## src/rtl/word_packer.sv

```systemverilog
// word_packer: gathers WORD_W-bit words from a show-ahead FIFO into beats of
// PACK_NUM words (word 0 in the LSBs), with a flush that closes a partial beat.
module word_packer #(
    parameter int PACK_NUM = 4,
    parameter int WORD_W   = 32
) (
    input  logic                       clk,
    input  logic                       rst_n,
    input  logic                       fifo_empty,
    input  logic [WORD_W-1:0]          fifo_data,
    output logic                       fifo_pop,
    input  logic                       flush,
    output logic                       out_valid,
    input  logic                       out_ready,
    output logic [PACK_NUM*WORD_W-1:0] out_data,
    output logic [PACK_NUM-1:0]        out_keep,
    output logic                       out_last,
    output logic                       flush_done
);

    localparam int                CNT_W    = $clog2(PACK_NUM + 1);
    localparam logic [CNT_W-1:0]  CNT_FULL = CNT_W'(PACK_NUM);
    localparam logic [CNT_W-1:0]  CNT_ONE  = CNT_W'(1);

    logic [WORD_W-1:0]          fill_buf [PACK_NUM];
    logic [CNT_W-1:0]           cnt;
    logic                       flush_pend;

    logic                       close;
    logic                       move;
    logic                       take;
    logic                       flush_clear;
    logic [CNT_W-1:0]           wr_slot;
    logic [PACK_NUM*WORD_W-1:0] beat_data;
    logic [PACK_NUM-1:0]        beat_keep;

    // Beat close / hand-off decision and the pop request back to the FIFO.
    // A full buffer can still take a word in the cycle it hands its beat off,
    // which is what sustains one word per cycle.
    always_comb begin
        close       = (cnt == CNT_FULL) | (flush_pend & (cnt != '0));
        move        = close & (~out_valid | out_ready);
        take        = rst_n & ~fifo_empty & ~flush & ~flush_pend
                      & ((cnt < CNT_FULL) | move);
        fifo_pop    = take;
        wr_slot     = move ? '0 : cnt;
        flush_clear = flush_pend & ((cnt == '0) | move);
    end

    // Assemble the outgoing beat from the filled slots only; stale slots read zero.
    always_comb begin
        beat_data = '0;
        beat_keep = '0;
        for (int i = 0; i < PACK_NUM; i++) begin
            if (CNT_W'(i) < cnt) begin
                beat_data[i*WORD_W +: WORD_W] = fill_buf[i];
                beat_keep[i]                  = 1'b1;
            end
        end
    end

    // Fill buffer write; data-only storage, validity is tracked by cnt.
    always_ff @(posedge clk) begin
        for (int i = 0; i < PACK_NUM; i++) begin
            if (take && (wr_slot == CNT_W'(i))) begin
                fill_buf[i] <= fifo_data;
            end
        end
    end

    // Fill counter: restarts at 0 or 1 when a beat leaves, else counts words taken.
    always_ff @(posedge clk) begin
        if (!rst_n) begin
            cnt <= '0;
        end else if (move) begin
            cnt <= take ? CNT_ONE : '0;
        end else if (take) begin
            cnt <= cnt + CNT_ONE;
        end
    end

    // One-beat output register; holds while the consumer stalls.
    always_ff @(posedge clk) begin
        if (!rst_n) begin
            out_valid <= 1'b0;
            out_data  <= '0;
            out_keep  <= '0;
            out_last  <= 1'b0;
        end else if (move) begin
            out_valid <= 1'b1;
            out_data  <= beat_data;
            out_keep  <= beat_keep;
            out_last  <= flush_pend;
        end else if (out_ready) begin
            out_valid <= 1'b0;
        end
    end

    // Flush bookkeeping: a flush seen while one is pending is absorbed.
    always_ff @(posedge clk) begin
        if (!rst_n) begin
            flush_pend <= 1'b0;
            flush_done <= 1'b0;
        end else begin
            flush_done <= flush_clear;
            if (flush_pend) begin
                if (flush_clear) begin
                    flush_pend <= 1'b0;
                end
            end else if (flush) begin
                flush_pend <= 1'b1;
            end
        end
    end

endmodule

```

## config.mk

```make
export PLATFORM = sky130hd
export DESIGN_NAME = word_packer
export DESIGN_NICKNAME = d
export VERILOG_FILES = /design/src/rtl/word_packer.sv
export SDC_FILE = /design/constraint.sdc
export NUM_CORES = 1
export LEC_CHECK = 0
export ABC_AREA = 0
export CORE_MARGIN = 3
export CORE_UTILIZATION = 39
export CTS_BUF_LIST = sky130_fd_sc_hd__clkbuf_4
export DETAILED_ROUTE_END_ITERATION = 12
export GPL_ROUTABILITY_DRIVEN = 0
export PLACE_DENSITY = 0.64
export SYNTH_ARGS = -nofsm -noshare
export SYNTH_HDL_FRONTEND = slang
export SYNTH_SLANG_ARGS = --single-unit
```

## constraint.sdc

```tcl
create_clock -name clk -period 4.4 [get_ports clk]
set_input_delay 1.32 -clock clk [delete_from_list [all_inputs] [get_ports clk]]
set_output_delay 1.32 -clock clk [all_outputs]
set_load 0.02 [all_outputs]
```

==> metrics <==
status=complete, no violations; Clk pwr share=0.432; Pwr Total=0.00487 W; crit path max fanout=2; CTS Sinks=between 200 and 300; mapped cell area=8430 um^2; Worst Path Arrival=2950 ps; vias in the first global route=5593; Pint=approximately 0.0038 W; crit path kind=in2out; worst reg-to-reg path cell count=7; Hold WC Path Type=reg2reg; Final Hold Fails=0; R2R Path Start=cnt[1]; buffer count from post-CTS setup fixing=0; core box area=around 21000 um^2; Hold EP=out_data[70]; Gate power share=0.028; Worst IR Drop VDD=0.288 mV; CTS Buffer Depth=3; ANT nets after route=0; Adder-Cell Fraction of Synth Area=0.00297; post-layout minimum cycle time=approximately 4300 ps; Synth Area in Simple Gates=0.0524; Synth cell types=30; main combinational cell family by area after synthesis=compound AO/OA/AOI/OAI gates; fraction of layout cells with a size suffix above 1=0.178; TritonCTS buffer count=69; Sw Share=0.211; Syn-to-layout area delta=34.9%; DRC viols=0; r2r setup slk=roughly 2000 ps; RSZ-0062 raised after global routing=false; sequential power share=0.540; Clock Latency Late Sink=~640 ps; placed cell areas=10500 um^2; most frequent cells in the layout=clkdlybuf4s50_1 (171), dfxtp_1 (139), edfxtp_1 (128), clkbuf_4 (114), a22o_1 (96); Setup crit end kind=output pin; Compound-Gate Fraction of Synth Area=0.130; initial drt markers=260; Net Sw Power=0.00103 W; Max Slew Vio Count=0; die width=153 um; Tcrit/Tclk final=0.971; worst slew pin tran=784 ps; most common flop cell mapped by yosys=dfxtp_1; Post-Synthesis Cells=543; Critical Path Source Type=primary input; post-synthesis xor/xnor area fraction=0; P per Cell Area=428 nW/um^2; global-route wire length before repair=29900 um; I/O pin total=173; clk slew on worst S/H paths=roughly 70 ps; fmax=234 MHz; Die Ht=153 um; initial core utilization=0.398; Final Instance Area=roughly 11000 um^2; die area=23400 um^2; flop and latch count out of synthesis=267; Final Util=0.537; number of synthesized flops with an enable pin=around 130; final WL=19300 um; hold path cells=1; Max-slew headroom=0.477; Req. time, crit path=3080 ps; final number of setup-violating endpoints=0; asr flop ratio synth=0; row count=53; MaxCap Viol Count=0; Port-buffer cells=172; htree depth=3; DR vias/cell=4.87; post-cts sizing count=0; reg2reg end=out_data[126]; Nets=803; post-synthesis mux area share=0.00238; Hold Path Origin=fill_buf[2][6]; vias=5323; hpwl dp=11900 um; Net Count, Synth=582; Hold Buf Count CTS=0; CTS tree=done; Lkg Pwr=between 4 and 5 nW; sequential share of the synthesized area=0.786; pin count of the biggest net entering global routing=76; Root Driver=clkbuf_4; gr usage total=0.161; Routed WL per cell=17.6 um; Congestion Overflow GR=0; DR pass1 iterations=4; Syn Area/Cell=15.5 um^2; antenna violations before repair=1; commonest non-fill, non-tap cell in the layout=clkdlybuf4s50_1; Setup Skew=45.8 ps; Yosys Warn Count=0
-- area by class of cell --
type	instances	area, um^2
multi-input cells	236	1630
clock inverters	11	46.3
flip-flops and latches	267	6630
repair buffers	187	1850
inverters	3	11.3
clock buffers	114	856
diodes	1	2.50
well taps	275	344
fillers	1777	9780
-- power groups by stage --
stage | logic [W] | registers, W | clock network (W)
finish | 0.000135 | 0.00263 | 0.00211
global route | 0.000146 | 0.00263 | 0.00232
CTS | 0.000137 | 0.00263 | 0.00218
detailed placement | 0.000136 | 0.00268 | 0
global placement | 0.000134 | 0.00268 | 0
floorplan | 0.0000521 | 0.00269 | 0
-- cell families after synthesis --
| kind of cell | count (synthesis) |
|---|---|
| compound gates | 142 |
| fa+ha+maj | 2 |
| buf+inv | 40 |
| flops | 267 |
| mux | 2 |
| simple gates | 90 |
-- how the worst max path moves through the flow --
stage                endpoint  cells past startpoint  slack [ps]       start
3_3_place_gp         fifo_pop                      6         190   out_ready
2_1_floorplan  fill_buf[2][0]                      3        -290  fifo_empty
5_1_grt              fifo_pop                      5           3       flush
6_report             fifo_pop                      5         130       flush
3_5_place_dp         fifo_pop                      5         130  fifo_empty
4_1_cts              fifo_pop                      5         110  fifo_empty
-- Yosys cell counts (all sizes together), types with 3 or more instances --
master / instances / area [um^2]
buf: 23 / 155
nor2: 5 / 23.8
inv: 3 / 11.3
dfxtp: 139 / 2780
nor3: 3 / 15.0
o21ai: 36 / 180
a22o: 96 / 841
nand2: 36 / 135
a21o: 3 / 22.5
nand2b: 3 / 18.8
a21oi: 3 / 15.0
nand3: 33 / 165
nor2b: 3 / 18.8
clkbuf: 14 / 52.6
edfxtp: 128 / 3840
-- state kept, by name, indices dropped and copies added, names as in the netlist --
register	count
out_data	128
fill_buf	128
out_last	1
out_valid	1
flush_done	1
out_keep	4
flush_pend	1
cnt	3
-- worst max-delay path: stages --
cell	delay (ps)
clkdlybuf4s50_1	440
nor4b_1	400
nand2_1	130
inv_1	80
clkdlybuf4s50_1	590
-- stage by stage --
stage / TNS [ps] / hold slack, ps / std cells / worst slack, ps
3_5_place_dp: 0 / 442 / 968 / 128
2_1_floorplan: -27700 / 436 / 543 / -289
3_3_place_gp: 0 / 433 / 968 / 191
4_1_cts: 0 / 446 / 1093 / 106
5_1_grt: 0 / 465 / 1094 / 3.28
6_report: 0 / 446 / 1094 / 127
-- layer usage --
metal / wire length (um) / track usage / vias to the layer above
met4: 335 / 0.0666 / 0
met2: 9120 / 0.260 / 179
met1: 8400 / 0.200 / 2582
li1: - / - / 2534
met5: 0 / 0 / -
met3: 1400 / 0.0555 / 28
No activity file was read; power rests on OpenSTA's default activity.
